### src/rtl/w_im2col.sv
// Weight-side im2col: streams K*K weight words from SRAM into one filter vector per beat,
// FILTER_COUNT filters per group, gated by the slice buffer-delete handshake. Option: W_ZERO_CNT_EN.
module w_im2col #(
    parameter int DATA_WIDTH   = 16,
    parameter int ADDR_WIDTH   = 16,
    parameter int FILTER_COUNT = 10
) (
    input  logic                     clk,
    input  logic                     reset,
    input  logic                     sudo_reset,
    input  logic                     conv_en,
    input  logic [2:0]               kernel,
    input  logic [ADDR_WIDTH-1:0]    w_base_addr,
    input  logic [7:0]               group_total,
    output logic                     w_rd_en,
    output logic [ADDR_WIDTH-1:0]    w_rd_addr,
    input  logic [DATA_WIDTH-1:0]    w_rd_data,
    output logic                     we_im2col_valid,
    output logic [DATA_WIDTH*9-1:0]  we3_im2col_data,
    output logic [DATA_WIDTH*36-1:0] we6_im2col_data,
    input  logic                     we_valid_del,
    output logic                     group_done,
    output logic                     all_done
`ifdef W_ZERO_CNT_EN
    ,
    output logic [9:0]               w_zero_cnt
`endif
);
    localparam int K3_W  = DATA_WIDTH * 9;
    localparam int ASM_W = DATA_WIDTH * 36;
    localparam int FW    = $clog2(FILTER_COUNT + 1);

    typedef enum logic [2:0] {IDLE, DECIDE, FETCH, CAPTURE, EMIT, WAIT_DEL, DONE} state_t;
    state_t state, state_nx;

    logic [2:0]            kern_q;
    logic [ADDR_WIDTH-1:0] addr_cnt;
    logic [5:0]            word_cnt, word_last, rd_idx;
    logic [FW-1:0]         filt_cnt;
    logic [7:0]            grp_cnt, grp_lim;
    logic                  rd_vld, k6, k_ok, filt_last;
    logic [ASM_W-1:0]      asm_q, asm_nx;

    // Kernel is latched in IDLE so mid-run changes cannot disturb a group.
    assign k6        = (kern_q == 3'd6);
    assign k_ok      = (kern_q == 3'd3) || k6;
    assign word_last = k6 ? 6'd35 : 6'd8;
    assign filt_last = (filt_cnt == FW'(FILTER_COUNT - 1));

    assign w_rd_en         = (state == FETCH);
    assign w_rd_addr       = w_rd_en ? addr_cnt : '0;
    assign we_im2col_valid = (state == EMIT);
    assign group_done      = (state == EMIT) && filt_last;
    assign all_done        = (state == DONE);

    always_comb begin
        state_nx = state;
        case (state)
            IDLE:     if (conv_en) state_nx = DECIDE;
            DECIDE:   if (k_ok) state_nx = FETCH;
            FETCH:    if (word_cnt == word_last) state_nx = CAPTURE;
            CAPTURE:  state_nx = EMIT;
            EMIT:     state_nx = filt_last ? WAIT_DEL : FETCH;
            WAIT_DEL: if (we_valid_del) state_nx = (grp_cnt + 8'd1 == grp_lim) ? DONE : FETCH;
            DONE:     if (!conv_en) state_nx = IDLE;
            default:  state_nx = IDLE;
        endcase
        if (sudo_reset) state_nx = IDLE;
    end

    // Read data lands one cycle after the strobe; merge it so CAPTURE can publish the full vector.
    always_comb begin
        asm_nx = asm_q;
        if (rd_vld) asm_nx[int'(rd_idx)*DATA_WIDTH +: DATA_WIDTH] = w_rd_data;
    end

    always_ff @(posedge clk or negedge reset) begin
        if (!reset) begin
            state <= IDLE;        kern_q <= '0;   addr_cnt <= '0; word_cnt <= '0;
            filt_cnt <= '0;       grp_cnt <= '0;  grp_lim <= '0;  rd_vld <= 1'b0;
            rd_idx <= '0;         asm_q <= '0;
            we3_im2col_data <= '0; we6_im2col_data <= '0;
        end else if (sudo_reset) begin
            state <= IDLE;        kern_q <= '0;   addr_cnt <= '0; word_cnt <= '0;
            filt_cnt <= '0;       grp_cnt <= '0;  grp_lim <= '0;  rd_vld <= 1'b0;
            rd_idx <= '0;         asm_q <= '0;
            we3_im2col_data <= '0; we6_im2col_data <= '0;
        end else begin
            state  <= state_nx;
            rd_vld <= (state == FETCH);
            rd_idx <= word_cnt;
            asm_q  <= asm_nx;
            case (state)
                IDLE: begin
                    addr_cnt <= w_base_addr;
                    grp_lim  <= (group_total == 8'd0) ? 8'd1 : group_total;
                    kern_q   <= kernel;
                    grp_cnt  <= '0;
                    filt_cnt <= '0;
                    word_cnt <= '0;
                end
                FETCH: begin
                    addr_cnt <= addr_cnt + ADDR_WIDTH'(1);
                    word_cnt <= (word_cnt == word_last) ? 6'd0 : word_cnt + 6'd1;
                end
                CAPTURE: begin
                    we3_im2col_data <= asm_nx[K3_W-1:0];
                    we6_im2col_data <= k6 ? asm_nx : {{(ASM_W-K3_W){1'b0}}, asm_nx[K3_W-1:0]};
                end
                EMIT:     filt_cnt <= filt_last ? '0 : filt_cnt + FW'(1);
                WAIT_DEL: if (we_valid_del) grp_cnt <= grp_cnt + 8'd1;
                default: ;
            endcase
        end
    end

`ifdef W_ZERO_CNT_EN
    // Per-group zero-word tally; restarts whenever a new group begins fetching.
    always_ff @(posedge clk or negedge reset) begin
        if (!reset)
            w_zero_cnt <= '0;
        else if (sudo_reset)
            w_zero_cnt <= '0;
        else if (state_nx == FETCH && (state == WAIT_DEL || state == DECIDE))
            w_zero_cnt <= '0;
        else if (rd_vld && w_rd_data == '0)
            w_zero_cnt <= w_zero_cnt + 10'd1;
    end
`endif
endmodule

### config.mk
export PLATFORM = sky130hd
export DESIGN_NAME = w_im2col
export DESIGN_NICKNAME = d
export VERILOG_FILES = /design/src/rtl/w_im2col.sv
export SDC_FILE = /design/constraint.sdc
export NUM_CORES = 2
export LEC_CHECK = 0
export CAP_MARGIN = 5
export CORE_ASPECT_RATIO = 1.1
export CORE_UTILIZATION = 50
export DETAILED_ROUTE_END_ITERATION = 10
export GPL_TIMING_DRIVEN = 0
export PLACE_DENSITY = 0.79
export SETUP_SLACK_MARGIN = 0.4
export SLEW_MARGIN = 10
export SYNTH_ARGS = -nofsm -noshare
export SYNTH_HDL_FRONTEND = slang
export SYNTH_SLANG_ARGS = --single-unit
export TNS_END_PERCENT = 10
### constraint.sdc
create_clock -name clk -period 3.6 [get_ports clk]
set_input_delay 0.36 -clock clk [delete_from_list [all_inputs] [get_ports clk]]
set_output_delay 0.36 -clock clk [all_outputs]
set_load 0.02 [all_outputs]
# After elaboration in Yosys (flattened, before gate mapping)
# Index checks and enable logic that the tools add are counted.
# totals
regBits	1351
input_bits	48
output_inout_bits	740
wordCells	83
# classes
add_sub_neg	5
n_eq_ne	16
shifts	2
n_mux	37
n_reduce_logical	11
# op_table
cell	count
two-way mux 576 bit	5
bitwise mux 576 bit	1
variable shift 16 x 33 -> 576 bit, first input constant	1
indexed part select 16 x 33 -> 576 bit	1
two-way mux 144 bit	2
two-way mux 8 bit	5
negator 10 -> 33 bit	1
two-way mux 16 bit	2
one-hot mux 16 bit (2 select lines)	1
two-way mux 3 bit	10
two-way mux 6 bit	4
one-hot mux 3 bit (7 select lines)	1
adder 16 x 1 -> 16 bit, second input constant	1
one-hot mux 8 bit (2 select lines)	1
equality test 3 bit, second input constant	4
inequality test 3 bit, second input constant	4
one-hot mux 6 bit (2 select lines)	1
equality test 3 x 2 -> 1 bit, second input constant	3
nonzero test 3 bit	3
adder 8 x 1 -> 8 bit, second input constant	1
equality test 8 bit	1
logical NOT 8 bit	1
two-way mux 4 bit	2
one-hot mux 4 bit (2 select lines)	1
other kinds (13)	14

# Logic depth before layout (Yosys ltp)
# logic_depth
word_depth	7
mapped_depth	14
mapped_depth_nobuf	8

# Worst setup path after synthesis
# Ideal clock, no wire load.
# synth_timing
path_kind	reg-to-reg
start	reg rd_idx[2]
end	reg we3_im2col_data[79]
setup_time_ns	0.133
t_arrival_ns	3.312
t_required_ns	3.467
path_slack_ns	0.155
stages_incl_launch_ff	14
path_buffers	6
synth_period_minus_slack_ns	3.445
path_cell_list	dfrtp_1 buf_4 or3_1 clkbuf_1 nor2_1 ha_1 clkbuf_1 a2111o_1 buf_4 buf_4 a2111oi_4 buf_4 mux2i_1 a21oi_1
# synth_via
elab_chain_cells	6
elab_cells_between_ends	7
cone_classes	1 x add/sub; 2 x shift; 4 x mux
# synth_lines
item	line	rtl
start: declaration	38	logic [5:0] word_cnt, word_last, rd_idx;
start signal: assignment	91	rd_idx <= word_cnt;
negator 10 -> 33 bit *	74	if (rd_vld) asm_nx[int'(rd_idx)*DATA_WIDTH +: DATA_WIDTH] = w_rd_data;
indexed part select 16 x 33 -> 576 bit or variable shift 16 x 33 -> 576 bit (tied branches)	74	
bitwise mux 576 bit *	74	
two-way mux 576 bit *	74	
two-way mux 144 bit *	93	case (state)
two-way mux 144 bit *	83	end else if (sudo_reset) begin
end signal: assignment	107	we3_im2col_data <= asm_nx[K3_W-1:0];
end: declaration	19	output logic [DATA_WIDTH*9-1:0] we3_im2col_data,
# Mark *: on every way between the ends. The rest lies on a longest branch, timed or not. The select of a mux whose other input is x is not followed.
# A chain may end at the register's enable or synchronous reset.

# Final worst setup path
# layout_timing
start	reg rd_idx[2]
end	reg we6_im2col_data[428]
# layout_via
elab_chain_cells	7
elab_cells_between_ends	8
cone_classes	1 x add/sub; 2 x shift; 5 x mux
# layout_lines
item	line	rtl
negator 10 -> 33 bit *	74	
indexed part select 16 x 33 -> 576 bit or variable shift 16 x 33 -> 576 bit (tied branches)	74	
bitwise mux 576 bit *	74	
two-way mux 576 bit *	74	
two-way mux 576 bit *	108	we6_im2col_data <= k6 ? asm_nx : {{(ASM_W-K3_W){1'b0}}, asm_nx[K3_W-1:0]};
two-way mux 576 bit *	93	
two-way mux 576 bit *	83	
end signal: assignment	108	
end: declaration	20	output logic [DATA_WIDTH*36-1:0] we6_im2col_data,
# Marks and branches as above.

==> flow_metrics.tcl <==
set metrics [dict create \
    status "completed" \
    crit_type "reg -> reg" \
    cp.required_ns 4.30 \
    nFillCells 8789 \
    crit_path_end_kind "flip-flop" \
    dr.pass1.iters 7 \
    max_stage_delay_ns 0.85 \
    final_area_um2 73700 \
    row_count 127 \
    ys_seq_elements 1207 \
    vias 57445 \
    relSlewSlack_pct 6.77 \
    critPathSlowestCell "nor4_1" \
    finalHoldViolCount 0 \
    syn_to_final_growth_pct 32.7 \
    htree_levels 4 \
    synthTopCellsByArea "dfrtp_1, o21ai_0, nand2_1, a21oi_1, mux2i_1" \
    dp.cells 8018 \
    synth_area_per_cell_um2 9.58 \
    leakagePower_nw 31.1 \
    cp-start-kind "flip-flop" \
    core_um2 110000 \
    drv_cap 0 \
    clock-root-buffer "clkbuf_16" \
    yosysWarnings 0 \
    worst_pin_slew_ns 1.40 \
    die_h_um 352 \
    multi_input_area_um2 23100 \
    cts_made_buffers 130 \
    synth_edf_count 0 \
    cts_buffer_depth 3 \
    synth.most_common_cell "dfrtp_1" \
    synthDistinctLibCells 86 \
    antenna_found_initial 37 \
    peakVddDrop_mv 0.407 \
    critPathBufInv 3 \
    cp_top_family "simple AND/OR/NAND/NOR gates" \
    r2r_slack_ns 0.16 \
    clock_skew_ns 0.0231 \
    worstHoldPathType "in -> async" \
    power_density_nw_per_um2 463 \
    viasPerCell 6.82 \
    grt_max_degree 172 \
    regArea_um2 30200 \
    arrival_ns 4.14 \
    post-dp-hpwl_mm 217 \
    timing.final.crit_share_pct 95.5 \
    crit_chain "buf_8 > clkbuf_1 > nor4_1 > o2bb2ai_4 > nand2_1 > clkbuf_1 > or4_1 > o211ai_1" \
    synth_common_cells "dfrtp_1, nand2_1, o21ai_0, a21oi_1, clkbuf_1" \
    first_global_vias 53961 \
    grt_overflow 0 \
    place_area_um2 65700 \
    min_period_ns 3.44 \
    clock_sinks 1207 \
    nets 6925 \
    start_util_pct 50.7 \
    die_w_um 320 \
    drt.antenna.violating_nets 0 \
    cpMostUsedCell "clkbuf_1" \
    place.gp.congestion 1.07 \
    cts.clk_slew.worst_paths_ns 0.06 \
    routed_wl_mm 295 \
    synth_fp_nets 5853 \
    maxSlewViolCount 0 \
    track_usage_pct 51.5 \
    grt_pass1_wl_mm 406 \
    first_iter_violations 8581 \
    clk_latency_ns 0.81 \
    port_buffers 784 \
    route.detailed.drc 0 \
    synth-main-ff-cell "dfrtp_1" \
    syn_area_um2 55500 \
    synth_top_area_cell "dfrtp_1" \
    drive_gt1_share_pct 14.8 \
    ys_seq_area_share_pct 54.4 \
    top_level_ports 788 \
    die_area_um2 112000 \
    synth_top_area_share_pct 54.4 \
    crit_path_max_fanout 10 \
    async_flop_share_pct 100 \
    cts_tree "built" \
    power.total_mw 34.1 \
    rsz0062_at_grt "yes" \
    syn_inst 5798 \
    wl_per_cell_um 35.0 \
    setup_violations 0 \
    finalNonFillerCells 8429 \
    fmax_mhz 291 \
]
through the flow:
stage / hold slack (ns) / worst slack [ns] / util [%] / TNS, ns
2_1_floorplan: 0.0644 / 0.415 / - / 0
3_3_place_gp: 0.465 / -52.52 / 59.5 / -
3_5_place_dp: 0.260 / -1.89 / 59.9 / -1021.67
4_1_cts: 0.115 / 0.0929 / 66.0 / 0
5_1_grt: 0.108 / 0.144 / 67.2 / 0
6_report: 0.0730 / 0.163 / 67.2 / 0
power breakdown:
| group | total (mW) | switching [mW] | internal [mW] | leakage [nW] |
|---|---|---|---|---|
| clock | 14.2 | 6.01 | 8.18 | 2.13 |
| combinational | 5.60 | 3.82 | 1.78 | 12.1 |
| sequential | 14.3 | 0.445 | 13.9 | 16.8 |
| total | 34.1 | 10.3 | 23.8 | 31.1 |
layout by cell type, fill, tap and decap left out, types with 29 or more instances in the layout:
master / n
a21oi_1: 503
a221o_1: 72
a31oi_1: 58
and2_1: 29
and3_1: 76
buf_2: 36
buf_4: 272
buf_6: 42
clkbuf_1: 298
clkbuf_16: 141
clkbuf_2: 155
clkbuf_4: 34
clkbuf_8: 29
clkdlybuf4s50_1: 774
dfrtp_1: 1206
diode_2: 37
inv_1: 31
mux2i_1: 214
nand2_1: 703
nand3_1: 320
nand4_1: 187
nor2_1: 331
nor3_1: 31
o211ai_1: 204
o21ai_0: 547
o311ai_0: 37
or3_1: 44
worst paths after layout:
check,cells past startpoint,endpoint,startpoint
max in group asynchronous,5,we6_im2col_data[179]$_DFFE_PN0P_,reset
max,8,we6_im2col_data[428]$_DFFE_PN0P_,rd_idx[2]$_DFF_PN0_
min,2,we6_im2col_data[439]$_DFFE_PN0P_,reset
min reg2reg,2,we6_im2col_data[560]$_DFFE_PN0P_,we6_im2col_data[560]$_DFFE_PN0P_
max reg2reg,8,we6_im2col_data[428]$_DFFE_PN0P_,rd_idx[2]$_DFF_PN0_
min in group clk,3,kern_q[1]$_DFFE_PN0P_,kernel[1]
worst reg2reg max path: cells and delay by family (launching register included):
kind,cells,cell delay (ns)
compound gates,2,0.48
buf+inv,3,0.78
flops,1,0.40
simple gates,3,1.68
flip-flops by register name, summed over array words and instances, names as in the netlist:
name and cells:
rd_vld 1, state 3, asm_q 576, filt_cnt 4, word_cnt 6, kern_q 3, addr_cnt 16, we3_im2col_data 143
rd_idx 6, we6_im2col_data 433, grp_lim 8, grp_cnt 8
layer usage:
layer,track usage [%],vias up,wire [µm]
li1,-,22911,-
met1,61.5,28383,102000
met2,73.8,4712,124000
met3,21.2,1403,40200
met4,40.3,36,28800
met5,0,-,263
cell families (layout without fill, tap and decap cells):
group | count (synthesis) | in the layout | share of synthesized area (%)
AO/OA/AOI/OAI | 1663 | 1663 | 18.5
adder cells (fa/ha/maj) | 7 | 7 | 0.158
flip-flops | 1207 | 1207 | 54.4
buffers and inverters | 758 | 1931 | 6.35
XOR/XNOR | 19 | 19 | 0.327
multiplexers | 232 | 233 | 4.19
AND/OR/NAND/NOR | 1912 | 1913 | 16.1
other | 0 | 37 | 0
final cells by class:
class	instances	area share (%)
clock inverters	53	0.991
inverters	34	0.178
plain buffers	724	6.04
repair buffers	938	12.9
clock buffers	182	4.98
diodes	37	0.126
well taps	1419	2.41
multi-input cells	3835	31.4
flip-flops and latches	1207	41.0
what timing repair did:
item                                    in CTS  in global routing
pin swaps                                   48                 36
gates cloned                                 1                  7
hold endpoints to repair                   115                  0
hold buffers                                 1                  0
setup buffers                               83                 46
endpoints found under the setup margin    1171               1066
resized for setup                          497                311
Power figures use the tool's default switching activity.
